===== src/rtl/posit_accumulate_8.sv =====
// Reduces a last-terminated stream of 32-bit es=2 posits through an external 8-stage adder.
// Latency: one operand gives sum one cycle after acceptance; longer streams take about LAT+1 cycles per adder round.
// Backpressure: in_ready is high only in ACCUM; sum is held in OUT until sum_ready is seen.
module posit_accumulate_8 (
  input  logic        clk,
  input  logic        reset,
  input  logic [31:0] in_data,
  input  logic        in_valid,
  input  logic        in_last,
  output logic        in_ready,
  output logic [31:0] add_in1,
  output logic [31:0] add_in2,
  output logic        add_start,
  input  logic [31:0] add_result,
  input  logic        add_done,
  output logic [31:0] sum,
  output logic        sum_valid,
  input  logic        sum_ready,
  output logic        busy
);

  localparam int LAT = 8;

  typedef enum logic [1:0] {
    S_FLUSH = 2'd0,
    S_ACCUM = 2'd1,
    S_DRAIN = 2'd2,
    S_OUT   = 2'd3
  } state_t;

  state_t      state_q, state_d;
  logic [3:0]  flush_cnt_q, flush_cnt_d;
  logic [31:0] fifo_q [0:3];
  logic [31:0] fifo_d [0:3];
  logic [2:0]  occ_q, occ_d;
  logic [3:0]  infl_q, infl_d;
  logic [31:0] add_in1_q, add_in1_d;
  logic [31:0] add_in2_q, add_in2_d;
  logic        add_start_q, add_start_d;
  logic [31:0] sum_q, sum_d;

  logic        issue;
  logic        done_push;
  logic        accept;
  logic [2:0]  wr_ptr;

  assign in_ready  = (state_q == S_ACCUM);
  assign sum_valid = (state_q == S_OUT);
  assign busy      = !((state_q == S_ACCUM) && (occ_q == 3'd0) && (infl_q == 4'd0));
  assign add_in1   = add_in1_q;
  assign add_in2   = add_in2_q;
  assign add_start = add_start_q;
  assign sum       = sum_q;

  // Next-state: pop a pair for the adder, then append adder result and new operand in that order.
  always_comb begin
    state_d     = state_q;
    flush_cnt_d = flush_cnt_q;
    occ_d       = occ_q;
    infl_d      = infl_q;
    add_in1_d   = add_in1_q;
    add_in2_d   = add_in2_q;
    add_start_d = 1'b0;
    sum_d       = sum_q;
    for (int i = 0; i < 4; i++) fifo_d[i] = fifo_q[i];

    // Issue decision uses start-of-cycle occupancy only; this cycle's pushes wait a cycle.
    issue     = (occ_q >= 3'd2);
    // Results arriving during FLUSH belong to operations orphaned by reset.
    done_push = add_done && (state_q != S_FLUSH);
    accept    = in_valid && in_ready;
    wr_ptr    = occ_q;

    if (issue) begin
      add_start_d = 1'b1;
      add_in1_d   = fifo_q[0];
      add_in2_d   = fifo_q[1];
      fifo_d[0]   = fifo_q[2];
      fifo_d[1]   = fifo_q[3];
      wr_ptr      = occ_q - 3'd2;
    end
    if (done_push) begin
      fifo_d[wr_ptr[1:0]] = add_result;
      wr_ptr              = wr_ptr + 3'd1;
    end
    if (accept) begin
      fifo_d[wr_ptr[1:0]] = in_data;
      wr_ptr              = wr_ptr + 3'd1;
    end
    occ_d  = wr_ptr;
    infl_d = infl_q + {3'd0, issue} - {3'd0, done_push};

    case (state_q)
      S_FLUSH: begin
        if (flush_cnt_q == 4'd0) state_d = S_ACCUM;
        else                     flush_cnt_d = flush_cnt_q - 4'd1;
      end
      S_ACCUM: begin
        if (accept && in_last) state_d = S_DRAIN;
      end
      S_DRAIN: begin
        // One entry left and nothing in the adder: that entry is the total.
        if ((occ_q == 3'd1) && (infl_q == 4'd0)) begin
          sum_d   = fifo_q[0];
          occ_d   = 3'd0;
          state_d = S_OUT;
        end
      end
      S_OUT: begin
        if (sum_ready) state_d = S_ACCUM;
      end
      default: state_d = S_FLUSH;
    endcase
  end

  // State registers with synchronous reset into FLUSH.
  always_ff @(posedge clk) begin
    if (reset) begin
      state_q     <= S_FLUSH;
      flush_cnt_q <= 4'(LAT);
      occ_q       <= 3'd0;
      infl_q      <= 4'd0;
      add_in1_q   <= 32'd0;
      add_in2_q   <= 32'd0;
      add_start_q <= 1'b0;
      sum_q       <= 32'd0;
      for (int i = 0; i < 4; i++) fifo_q[i] <= 32'd0;
    end else begin
      state_q     <= state_d;
      flush_cnt_q <= flush_cnt_d;
      occ_q       <= occ_d;
      infl_q      <= infl_d;
      add_in1_q   <= add_in1_d;
      add_in2_q   <= add_in2_d;
      add_start_q <= add_start_d;
      sum_q       <= sum_d;
      for (int i = 0; i < 4; i++) fifo_q[i] <= fifo_d[i];
    end
  end

  // A full buffer or more in-flight ops than adder stages means the issue rule was broken.
  always_ff @(posedge clk) begin
    if (!reset) begin
      assert (occ_q <= 3'd3);
      assert (infl_q <= 4'(LAT));
    end
  end

endmodule


===== config.mk =====
export PLATFORM = sky130hd
export DESIGN_NAME = posit_accumulate_8
export DESIGN_NICKNAME = d
export VERILOG_FILES = /design/src/rtl/posit_accumulate_8.sv
export SDC_FILE = /design/constraint.sdc
export NUM_CORES = 1
export LEC_CHECK = 0
export ABC_AREA = 1
export BUFFER_PORTS_ARGS = -buffer_cell sky130_fd_sc_hd__buf_4
export CAP_MARGIN = 15
export CORE_UTILIZATION = 35
export DETAILED_ROUTE_END_ITERATION = 8
export GPL_TIMING_DRIVEN = 0
export SYNTH_ARGS = -nofsm -noshare
export SYNTH_HDL_FRONTEND = slang
export SYNTH_SLANG_ARGS = --single-unit

===== constraint.sdc =====
create_clock -name clk -period 3.9 [get_ports clk]
set_clock_uncertainty 0.15 [all_clocks]
set_input_delay 0.78 -clock clk [delete_from_list [all_inputs] [get_ports clk]]
set_output_delay 0.78 -clock clk [all_outputs]
set_load 0.02 [all_outputs]

# Word-level counts from Yosys, hierarchy flattened
# Memory sizes are Yosys's and may differ from the RTL's.
# Index checks and enable logic that the tools add are counted.
# word_totals
ff_bits	110
ramBits	128
in_bits	70
n_memories	1
# op_classes
n_addsub	6
magnitude_cmp	5
n_eq_ne	8
mux	27
bitwise	7
n_reduce_logical	17
# memory_table
memory	depth	width	rd	rd_ports_with_merged_regs	wr	line	rtl
fifo_q	4	32	4	0	4	33	logic [31:0] fifo_q [0:3];
# ops
operator	count
$bwmux 128	2
$mux 128	2
$mux 32	6
$demux 32 s2	2
$mux 64	1
$mux 3	5
$logic_and 1x1->1	8
$logic_not 4->1	2
$mux 2	4
$pmux 2 s4	1
$add 3x1->3 const B	2
$ge 3x3->1 const B	2
$lt 3x1->1 const B	2
$not 2->3	2
$add 4x1->4	1
$eq 2x2->1 const B	2
$mux 1	4
$ne 2x1->1 const B	2
$ne 2x2->1 const B	2
$or 1x1->1	4
$reduce_and 2->1	2
$reduce_and 4->1	1
$sub 4x1->4	1
$sub 4x1->4 const B	1
9 further kinds	9

# Depth between registers and ports, before layout
# Gate-level depths: netlist of run 1.
# logic_depth
depth_word	12
ltp_mapped	19
ltp_nobuf	18

# Worst setup path after synthesis of run 1
# OpenSTA, ideal clock, no wires.
# synth_timing
path_kind	flip-flop to flip-flop
startpoint	register occ_q[1]
endpoint	memory fifo_q[3][4], in the netlist fifo_q[0][100]
arrival_time_ps	2584
slack_ps	1053
path_stages_with_launch	18
period_less_slack_ps	2847
cell_sequence	dfxtp_1 -> inv_2 -> ha_1 -> nand2_1 -> nand4_1 -> nand2_1 -> inv_1 -> ha_1 -> or2_2 -> nand2_1 -> ha_1 -> inv_1 -> nor2_1 -> buf_4 -> buf_2 -> a21oi_1 -> o21ai_1 -> inv_1
# synth_rtl
item	line	rtl
start, declared	35	logic [2:0] occ_q, occ_d;
start signal, assigned	121	occ_q <= 3'd0;
start signal, assigned	131	occ_q <= occ_d;
end, declared	33	

==> results of run 1 <==
[logic make-up (layout without fill, tap and decap cells)]
family | after synthesis | count (layout) | synth area share, %
and+or+nand+nor | 585 | 585 | 20.4
xor gates and xnor gates | 3 | 3 | 0.235
buffers and inverters | 335 | 548 | 12.4
AOI/OAI and AO/OA | 493 | 493 | 22.1
adders and majority gates | 21 | 21 | 2.41
DFF | 238 | 238 | 42.5
[synthesized netlist by cell type, drive strengths merged]
master  number  share of area [%]
buf         57                3.1
nor2        82                2.9
a21oi      200                8.9
o21ai      292                 13
inv        225                7.5
dfxtp      238                 43
xnor2        1              0.078
xor2         2               0.16
a21o         1              0.067
nand3       12               0.63
fa           1               0.18
ha          20                2.2
clkbuf      53                1.8
nand4        2               0.11
nand2      487                 17
nor3         1              0.045
or2          1              0.056
[worst max-delay path by stage]
stage / startpoint / end / slack (ns) / depth (start not counted)
after floorplan: occ_q[1] / fifo_q[0][100] / 1.05 / 17
after global placement: occ_q[1] / fifo_q[0][126] / 0.56 / 17
after detailed placement: occ_q[1] / fifo_q[0][126] / 0.51 / 17
after CTS: occ_q[1] / fifo_q[0][69] / 0.49 / 16
after global routing: occ_q[1] / fifo_q[0][122] / 0.13 / 17
final: occ_q[1] / fifo_q[0][126] / 0.44 / 17
[state kept, by name, summed over array words and instances (netlist names)]
register,cells
add_in1,32
add_in2,32
add_start,1
fifo_q,128
flush_cnt_q,4
infl_q,4
occ_q,3
state_q,2
sum,32
[where the power goes]
| part | internal, mW | leakage, nW | switching, mW |
|---|---|---|---|
| combinational | 1.13 | 4.10 | 2.24 |
| clock | 1.53 | 0.440 | 1.03 |
| sequential | 2.89 | 1.93 | 0.316 |
[critical path, cell delays in order (launching register included)]
cell                      delay, ns
sky130_fd_sc_hd__dfxtp_1       0.39
sky130_fd_sc_hd__inv_2         0.06
sky130_fd_sc_hd__ha_1          0.24
sky130_fd_sc_hd__nand2_1       0.17
sky130_fd_sc_hd__nand4_1       0.13
sky130_fd_sc_hd__nand2_1       0.13
sky130_fd_sc_hd__inv_1         0.07
sky130_fd_sc_hd__ha_1          0.27
sky130_fd_sc_hd__or2_2         0.31
sky130_fd_sc_hd__nand2_1       0.12
sky130_fd_sc_hd__ha_1          0.15
sky130_fd_sc_hd__inv_1         0.04
sky130_fd_sc_hd__nor2_1        0.31
sky130_fd_sc_hd__buf_4         0.28
sky130_fd_sc_hd__buf_2         0.25
sky130_fd_sc_hd__a21oi_1       0.09
sky130_fd_sc_hd__o21ai_1       0.12
sky130_fd_sc_hd__inv_1         0.06
[through the flow]
stage                     hold WS, ns  util, %  cells  worst slack (ns)  power, mW
after global placement          0.305     41.1   2245             0.565       6.55
after global routing            0.330     43.9   2290             0.125       9.77
after detailed placement        0.305     41.1   2245             0.511       6.62
after floorplan                 0.290        -   1675              1.05       5.51
final                           0.312     43.9   2290             0.439       9.14
after CTS                       0.314     43.9   2290             0.489       9.20
[layout make-up]
cell class	count	area (µm²)	area share, %
clock buffers	36	790	5.70
multi-input cells	1102	5050	36.4
clock inverters	9	100	0.723
well taps	402	503	3.63
inverters	225	845	6.10
plain buffers	110	542	3.91
flip-flops and latches	238	4760	34.4
repair buffers	168	1260	9.10
[per-layer routing]
metal | share of wire (%) | wire length, µm
met1 | 44 | 15700
met4 | 3.2 | 1150
met5 | 0 | 0
met2 | 47 | 16900
met3 | 5.8 | 2060
==> results.md, run 1 <==
| Item | Value | Unit |
|---|---|---|
| Post-Synthesis Cell Area | 11,200 | µm² |
| Clock input transition at the sequential cells of the worst setup and hold paths | 0.06 | ns |
| Ys Warns | 0 | - |
| Share of cells above drive strength 1 | 15.0 | % |
| Time the final worst path needs with I/O delays and setup | 3.46 | ns |
| Sum Neg Setup Slack | 0 | ns |
| Number of setup violations in the final report | 0 | - |
| Max-cap violations | 0 | - |
| Height of the die | 181 | µm |
| Drt pass-1 iters | 7 | - |
| Number of H-tree levels | 1 | - |
| Number of gates given a new drive strength after cts | 0 | - |
| Result of the run | complete, but fails checks | - |
| Core ar. | 31,600 | µm² |
| Fillers | 3,408 | - |
| Post-CTS setup repair buffer count | 0 | - |
| Type of element capturing the critical path | flip-flop | - |
| Setup repair after global routing missed its margin | no | - |
| Setup slack on the worst flop-to-flop path | 0.44 | ns |
| Max-Slew Margin vs Limit | 47.8 | % |
| Worst Hold Launch | fifo_q[0][57] | - |
| Most frequent cells in the layout | sky130_fd_sc_hd__nand2_1 (480), sky130_fd_sc_hd__dfxtp_1 (238), sky130_fd_sc_hd__inv_1 (222) | - |
| Final HPWL from detailed placement | 27,800 | µm |
| Antenna-violating nets left | 0 | - |
| Number of rows in the core area | 65 | - |
| Post-route fraction of the period consumed by the critical path | 88.7 | % |
| Crit-path max FO | 10 | - |
| Required time reported for the critical path endpoint | 4.18 | ns |
| Via count | 11,398 | - |
| GRT overflow | 0 | - |
| Average wire per standard cell | 15.6 | µm |
| ANT cells | 0 | - |
| Number of nets in the finished design | 1,963 | - |
| Pins over their slew limit | 0 | - |
| M2 GR Usage | 37.2 | % |
| Clock tree from TritonCTS | yes | - |
| 1st-iter DRT viols | 701 | - |
| Post-Syn Area per Cell | 6.69 | µm² |
| Final Hold Fails | 0 | - |
| Capture instance of the worst register-to-register path | fifo_q[0][126] | - |
| Antenna violations before repair | 0 | - |
| Path category of the worst min-delay check | reg -> reg | - |
| Cells on worst reg2reg path | 17 | - |
| FMAX | 289 | MHz |
| Part of the Yosys area used for sequential elements | 42.5 | % |
| Startpoint type of the worst setup path | flip-flop | - |
| Failing checks | DRC | - |
| Port Buffer Count | 168 | - |
| Met3 demand-to-capacity share in global routing | 3.18 | % |
| Final wirelength | 35,800 | µm |
| Number of vias per cell | 4.98 | - |
| Post-Layout Inst Area | 13,900 | µm² |
| Commonest non-fill, non-tap cell in the layout | sky130_fd_sc_hd__nand2_1 | - |
| Slew at the pin closest to its max-slew limit | 0.782 | ns |
| Met1 GRT Util | 27.3 | % |
| P&R area growth vs syn | 23.7 | % |
| Startpoint of the lowest-slack register-to-register path | occ_q[1] | - |
| Width of the chip | 181 | µm |
| Leakage power of the design | 6.47 | nW |
| Wire length of the first global-routing pass | 56,000 | µm |
| Net count after synthesis | 1,766 | - |
| CTS max path bufs | 3 | - |
| Pin count of the biggest net entering global routing | 13 | - |
| TritonCTS buffer count | 27 | - |
| Power density over cell area | 660 | nW/µm² |
| Number of top-level pins | 170 | - |
| Hold-fix buffers at CTS | 0 | - |
| Initial Utilization | 35.5 | % |
| Total of flip-flops plus latches after synthesis | 238 | - |
| Number of global-route vias before repair | 10,991 | - |
| RD Place Congestion | 0.878 | - |
| All-Layer GR Usage | 21.5 | % |
| Count of cell types in the netlist | 27 | - |
| DRC violation count after routing | 2 | - |
| Cell chosen for the clock root | sky130_fd_sc_hd__clkbuf_16 | - |
| CTS Sinks | 238 | - |
| Worst Hold Endpoint | add_in2[25] | - |
| Depth of the worst hold-timing path | 2 | - |
| Instance count of the mapped netlist | 1,675 | - |
| Global route hottest layer | met2 | - |
| Placed Area | 13,000 | µm² |
| Insertion delay to the later sink of the worst-skew pair | 0.54 | ns |
| Setup Crit Path Kind | reg -> reg | - |
| Maximum VDD drop | 0.000456 | V |
| Die outline area | 32,700 | µm² |
| Arrival time at the worst endpoint | 3.74 | ns |
Power figures use the tool's default switching activity.
==> run 2, diff against run 1 <==
--- a/config.mk
+++ b/config.mk
@@ -8,6 +8,7 @@
 export ABC_AREA = 1
 export BUFFER_PORTS_ARGS = -buffer_cell sky130_fd_sc_hd__buf_4
 export CAP_MARGIN = 15
+export CORE_ASPECT_RATIO = 1.75
 export CORE_UTILIZATION = 35
 export DETAILED_ROUTE_END_ITERATION = 8
 export GPL_TIMING_DRIVEN = 0
==> results.md, run 2 (synthesized netlist as in run 1, its figures left out) <==
| Item | Value | Unit |
|---|---|---|
| Fillers | 3,333 | - |
| Final HPWL from detailed placement | 28,700 | µm |
| Arrival time at the worst endpoint | 3.83 | ns |
| Required time reported for the critical path endpoint | 4.17 | ns |
| CTS max path bufs | 3 | - |
| Leakage power of the design | 6.37 | nW |
| Post-CTS setup repair buffer count | 0 | - |
| Number of vias per cell | 4.87 | - |
| Sum Neg Setup Slack | 0 | ns |
| DRC violation count after routing | 0 | - |
| Cells on worst reg2reg path | 16 | - |
| Insertion delay to the later sink of the worst-skew pair | 0.53 | ns |
| Port Buffer Count | 168 | - |
| Post-route fraction of the period consumed by the critical path | 91.3 | % |
| TritonCTS buffer count | 23 | - |
| Number of top-level pins | 170 | - |
| Pin count of the biggest net entering global routing | 14 | - |
| Post-Layout Inst Area | 13,700 | µm² |
| Setup repair after global routing missed its margin | no | - |
| Setup slack on the worst flop-to-flop path | 0.34 | ns |
| All-Layer GR Usage | 23.0 | % |
| P&R area growth vs syn | 21.9 | % |
| Antenna violations before repair | 2 | - |
| Hold-fix buffers at CTS | 0 | - |
| Max-cap violations | 0 | - |
| Worst slack on hold paths | 0.307 | ns |
| Time the final worst path needs with I/O delays and setup | 3.56 | ns |
| Register ranked first by flip-flop count | fifo_q | - |
| Final Hold Fails | 0 | - |
| Core ar. | 31,500 | µm² |
| Number of rows in the core area | 86 | - |
| Average wire per standard cell | 16.5 | µm |
| Startpoint of the most critical setup path | occ_q[1] | - |
| Cell chosen for the clock root | sky130_fd_sc_hd__clkbuf_16 | - |
| Worst setup endpoint | fifo_q[0][63] | - |
| Final wirelength | 37,500 | µm |
| Type of element capturing the critical path | flip-flop | - |
| Number of setup violations in the final report | 0 | - |
| Share of cells above drive strength 1 | 14.2 | % |
| Setup Crit Path Kind | reg -> reg | - |
| Via count | 11,090 | - |
| Clock tree from TritonCTS | yes | - |
| Max FFs per register | 128 | - |
| Number of global-route vias before repair | 10,635 | - |
| Clock input transition at the sequential cells of the worst setup and hold paths | 0.07 | ns |
| Slew at the pin closest to its max-slew limit | 0.747 | ns |
| Path category of the worst min-delay check | reg -> reg | - |
| Antenna-violating nets left | 0 | - |
| Initial Utilization | 35.5 | % |
| Number of H-tree levels | 1 | - |
| Number of nets in the finished design | 1,959 | - |
| FMAX | 281 | MHz |
| Total power of the final layout | 8.89 | mW |
| Crit-path max FO | 10 | - |
| Die outline area | 32,700 | µm² |
| RD Place Congestion | 0.904 | - |
| Startpoint type of the worst setup path | flip-flop | - |
| Number of gates given a new drive strength after cts | 0 | - |
| Pins over their slew limit | 0 | - |
| Commonest non-fill, non-tap cell in the layout | sky130_fd_sc_hd__nand2_1 | - |
| Result of the run | completed | - |
| Power density over cell area | 651 | nW/µm² |
| Startpoint of the lowest-slack register-to-register path | occ_q[1] | - |
| 1st-iter DRT viols | 653 | - |
| Capture instance of the worst register-to-register path | fifo_q[0][63] | - |
| Max-Slew Margin vs Limit | 50.2 | % |
| Height of the die | 239 | µm |
| Width of the chip | 137 | µm |
| Wire length of the first global-routing pass | 57,900 | µm |
| Placed Area | 13,000 | µm² |
| Core utilization of the finished layout | 43.3 | % |
| CTS Sinks | 238 | - |
| Most frequent cells in the layout | sky130_fd_sc_hd__nand2_1 (480), sky130_fd_sc_hd__dfxtp_1 (238), sky130_fd_sc_hd__inv_1 (222) | - |
| Maximum VDD drop | 0.000329 | V |
| Drt pass-1 iters | 7 | - |
| GRT overflow | 0 | - |
run 2: through the flow:
stage	std cells	setup slack [ns]
floorplan	1675	1.05
global placement	2239	0.439
detailed placement	2239	0.398
CTS	2277	0.387
global route	2278	0.0994
finish	2278	0.340
run 2: worst min path at each step:
stage,startpoint,to,slack (ns),depth (start not counted)
after detailed placement,fifo_q[0][32],add_in2[0],0.30,2
final,fifo_q[0][32],add_in2[0],0.31,2
after CTS,fifo_q[0][35],add_in2[3],0.31,2
after global placement,fifo_q[0][32],add_in2[0],0.30,2
after floorplan,fifo_q[0][32],add_in2[0],0.29,2
after global routing,fifo_q[0][32],add_in2[0],0.33,2
run 2: area by class of cell:
| class | count | area (µm²) | area share, % |
|---|---|---|---|
| Antenna cell | 1 | 2.50 | 0.0183 |
| Inverter | 225 | 845 | 6.18 |
| Timing Repair Buffer | 168 | 1260 | 9.24 |
| Tap cell | 396 | 495 | 3.63 |
| Multi-Input combinational cell | 1102 | 5050 | 37.0 |
| Buffer | 110 | 542 | 3.97 |
| Clock inverter | 1 | 30.0 | 0.220 |
| Sequential cell | 238 | 4760 | 34.9 |
| Clock buffer | 37 | 668 | 4.89 |
run 2: critical path: stages, from the launching register on:
cell and delay [ns]:
sky130_fd_sc_hd__dfxtp_1 0.41, sky130_fd_sc_hd__inv_2 0.07, sky130_fd_sc_hd__ha_1 0.24, sky130_fd_sc_hd__nand2_1 0.16
sky130_fd_sc_hd__nand4_1 0.12, sky130_fd_sc_hd__nand2_1 0.14, sky130_fd_sc_hd__inv_1 0.08, sky130_fd_sc_hd__ha_1 0.28
sky130_fd_sc_hd__or2_2 0.31, sky130_fd_sc_hd__nand2_1 0.13, sky130_fd_sc_hd__inv_1 0.08, sky130_fd_sc_hd__ha_1 0.20
sky130_fd_sc_hd__nand2_2 0.25, sky130_fd_sc_hd__clkbuf_1 0.51, sky130_fd_sc_hd__o21ai_0 0.18, sky130_fd_sc_hd__inv_1 0.08
sky130_fd_sc_hd__a21oi_1 0.06
run 2: layer usage:
metal / up-vias / track usage, % / share of wire (%)
li1: 5649 / - / -
met1: 5010 / 26.1 / 39
met2: 336 / 41.7 / 51
met3: 93 / 2.31 / 5.0
met4: 2 / 12.0 / 4.8
met5: - / 0 / 0.032
run 2: where the power goes:
| part | leakage, nW | internal, mW | switching [mW] |
|---|---|---|---|
| clock | 0.338 | 1.23 | 0.970 |
| sequential | 1.93 | 2.89 | 0.338 |
| combinational | 4.10 | 1.13 | 2.34 |
==> run 3, diff against run 2 <==
--- a/config.mk
+++ b/config.mk
@@ -12,6 +12,7 @@
 export CORE_UTILIZATION = 35
 export DETAILED_ROUTE_END_ITERATION = 8
 export GPL_TIMING_DRIVEN = 0
+export MAX_ROUTING_LAYER = met4
 export SYNTH_ARGS = -nofsm -noshare
 export SYNTH_HDL_FRONTEND = slang
 export SYNTH_SLANG_ARGS = --single-unit
==> results.md, run 3 (synthesized netlist as in run 1, its figures left out) <==
| Item | Value | Unit |
|---|---|---|
| Share of cells above drive strength 1 | 14.6 | % |
| 1st-iter DRT viols | 831 | - |
| Number of H-tree levels | 1 | - |
| Cell family with the largest share of critical-path delay | simple AND/OR/NAND/NOR gates | - |
| GRT overflow | 0 | - |
| Capture instance of the worst register-to-register path | fifo_q[0][63] | - |
| Width of the chip | 137 | µm |
| Final Hold Fails | 0 | - |
| Depth of the worst hold-timing path | 2 | - |
| Die outline area | 32,700 | µm² |
| Slowest stage cell, crit path | sky130_fd_sc_hd__clkbuf_1 | - |
| Startpoint of the lowest-slack register-to-register path | occ_q[1] | - |
| Pin count of the biggest net entering global routing | 15 | - |
| Post-CTS setup repair buffer count | 0 | - |
| Worst Hold Endpoint | add_in2[29] | - |
| Number of rows in the core area | 86 | - |
| Setup Crit Path Kind | reg -> reg | - |
| Sum Neg Setup Slack | 0 | ns |
| Antenna-violating nets left | 0 | - |
| Hold-fix buffers at CTS | 0 | - |
| CTS Sinks | 238 | - |
| Register ranked first by flip-flop count | fifo_q | - |
| DRC violation count after routing | 0 | - |
| Initial Utilization | 35.5 | % |
| Cells on worst reg2reg path | 16 | - |
| Slowest stage delay, CP | 0.48 | ns |
| Time the final worst path needs with I/O delays and setup | 3.56 | ns |
| Antenna violations before repair | 3 | - |
| Crit-path max FO | 10 | - |
| Path category of the worst min-delay check | reg -> reg | - |
| Number of global-route vias before repair | 10,636 | - |
| Maximum VDD drop | 0.000475 | V |
| Setup repair after global routing missed its margin | no | - |
| RD Place Congestion | 0.907 | - |
| Number of setup violations in the final report | 0 | - |
| Max-Slew Margin vs Limit | 53.3 | % |
| Clock input transition at the sequential cells of the worst setup and hold paths | 0.07 | ns |
| Fillers | 3,289 | - |
| Wire length of the first global-routing pass | 57,800 | µm |
| Leakage power of the design | 6.41 | nW |
| Commonest non-fill, non-tap cell in the layout | sky130_fd_sc_hd__nand2_1 | - |
| Pins over their slew limit | 0 | - |
| Core utilization of the finished layout | 43.6 | % |
| Setup slack at placement | 0.423 | ns |
| Arrival time at the worst endpoint | 3.82 | ns |
| Most frequent cells in the layout | sky130_fd_sc_hd__nand2_1 (480), sky130_fd_sc_hd__dfxtp_1 (238), sky130_fd_sc_hd__inv_1 (222) | - |
| Worst slack on hold paths | 0.311 | ns |
| Type of element capturing the critical path | flip-flop | - |
| Power density over cell area | 662 | nW/µm² |
| P&R area growth vs syn | 22.8 | % |
| Number of nets in the finished design | 1,959 | - |
| Startpoint type of the worst setup path | flip-flop | - |
| Setup slack on the worst flop-to-flop path | 0.34 | ns |
| Cell chosen for the clock root | sky130_fd_sc_hd__clkbuf_16 | - |
| Height of the die | 239 | µm |
| Required time reported for the critical path endpoint | 4.16 | ns |
| Number of top-level pins | 170 | - |
| Final wirelength | 37,600 | µm |
| TritonCTS buffer count | 23 | - |
| FMAX | 281 | MHz |
| Final setup slack of the worst path | 0.341 | ns |
| Drt pass-1 iters | 5 | - |
| All-Layer GR Usage | 23.8 | % |
| Average wire per standard cell | 16.5 | µm |
| Via count | 11,108 | - |
| Max FFs per register | 128 | - |
| Max-cap violations | 0 | - |
| Cell chain of the critical path | inv_2 -> ha_1 -> nand2_1 -> nand4_1 -> nand2_1 -> inv_1 -> ha_1 -> or2_2 -> nand2_1 -> inv_1 -> ha_1 -> nand2_2 -> clkbuf_1 -> o21ai_0 -> inv_1 -> a21oi_1 | - |
| Post-route fraction of the period consumed by the critical path | 91.3 | % |
| Worst Hold Launch | fifo_q[0][61] | - |
| Clock tree from TritonCTS | yes | - |
| Result of the run | completed | - |
| Core ar. | 31,500 | µm² |
| CTS max path bufs | 3 | - |
| Insertion delay to the later sink of the worst-skew pair | 0.53 | ns |
| Port Buffer Count | 168 | - |
| Slew at the pin closest to its max-slew limit | 0.700 | ns |
| Number of vias per cell | 4.87 | - |
| Final HPWL from detailed placement | 28,800 | µm |
| Number of gates given a new drive strength after cts | 0 | - |
| Number of buffer and inverter instances along the worst setup path | 5 | - |
[run 3: cell types whose count changed in the layout (fill, tap and decap cells not counted)]
cell                         change
sky130_fd_sc_hd__clkbuf_1        -6
sky130_fd_sc_hd__bufinv_16       +3
sky130_fd_sc_hd__clkinv_2        +3
sky130_fd_sc_hd__diode_2         +2
sky130_fd_sc_hd__clkinvlp_4      +1
[run 3: worst max-delay path by stage]
stage,start,to,slack (ns),cells past startpoint
final,occ_q[1],fifo_q[0][63],0.34,16
after global routing,occ_q[1],fifo_q[0][87],0.04,15
after CTS,occ_q[1],fifo_q[0][63],0.38,16
after detailed placement,occ_q[1],fifo_q[0][63],0.42,16
after global placement,occ_q[1],fifo_q[0][63],0.43,16
after floorplan,occ_q[1],fifo_q[0][100],1.05,17
[run 3: worst min-delay path, delay by kind of cell, from the launching register on]
family,cells,cell delay [ns]
DFF,1,0.31
AOI/OAI and AO/OA,1,0.05
and+or+nand+nor,1,0.06
[run 3: through the flow]
step / std cells / instance area, µm² / power, mW
after CTS: 2278 / 13700 / 9.15
final: 2281 / 13800 / 9.11
after detailed placement: 2239 / 13000 / 6.73
after global routing: 2281 / 13800 / 9.70
after floorplan: 1675 / 11200 / 5.51
after global placement: 2239 / 13000 / 6.69
[run 3: where the power goes]
part	switching, mW	internal [mW]
Clock	0.986	1.42
Sequential	0.338	2.89
Combinational	2.35	1.13
Total	3.67	5.44
[run 3: layer usage]
metal	share of wire, %	vias up	global-route usage, %
met5	0	-	-
met4	4.6	0	11.8
met1	39	5039	25.6
li1	-	5654	-
met2	52	322	42.2
met3	4.7	93	2.84
[run 3: area by class of cell]
cell class	count	area [µm²]	share of cell area [%]
inverters	225	845	6.14
repair buffers	168	1260	9.17
clock buffers	31	646	4.70
multi-input cells	1102	5050	36.7
flip-flops and latches	238	4760	34.6
well taps	396	495	3.60
clock inverters	8	143	1.04
plain buffers	110	542	3.94
diodes	3	7.51	0.0546
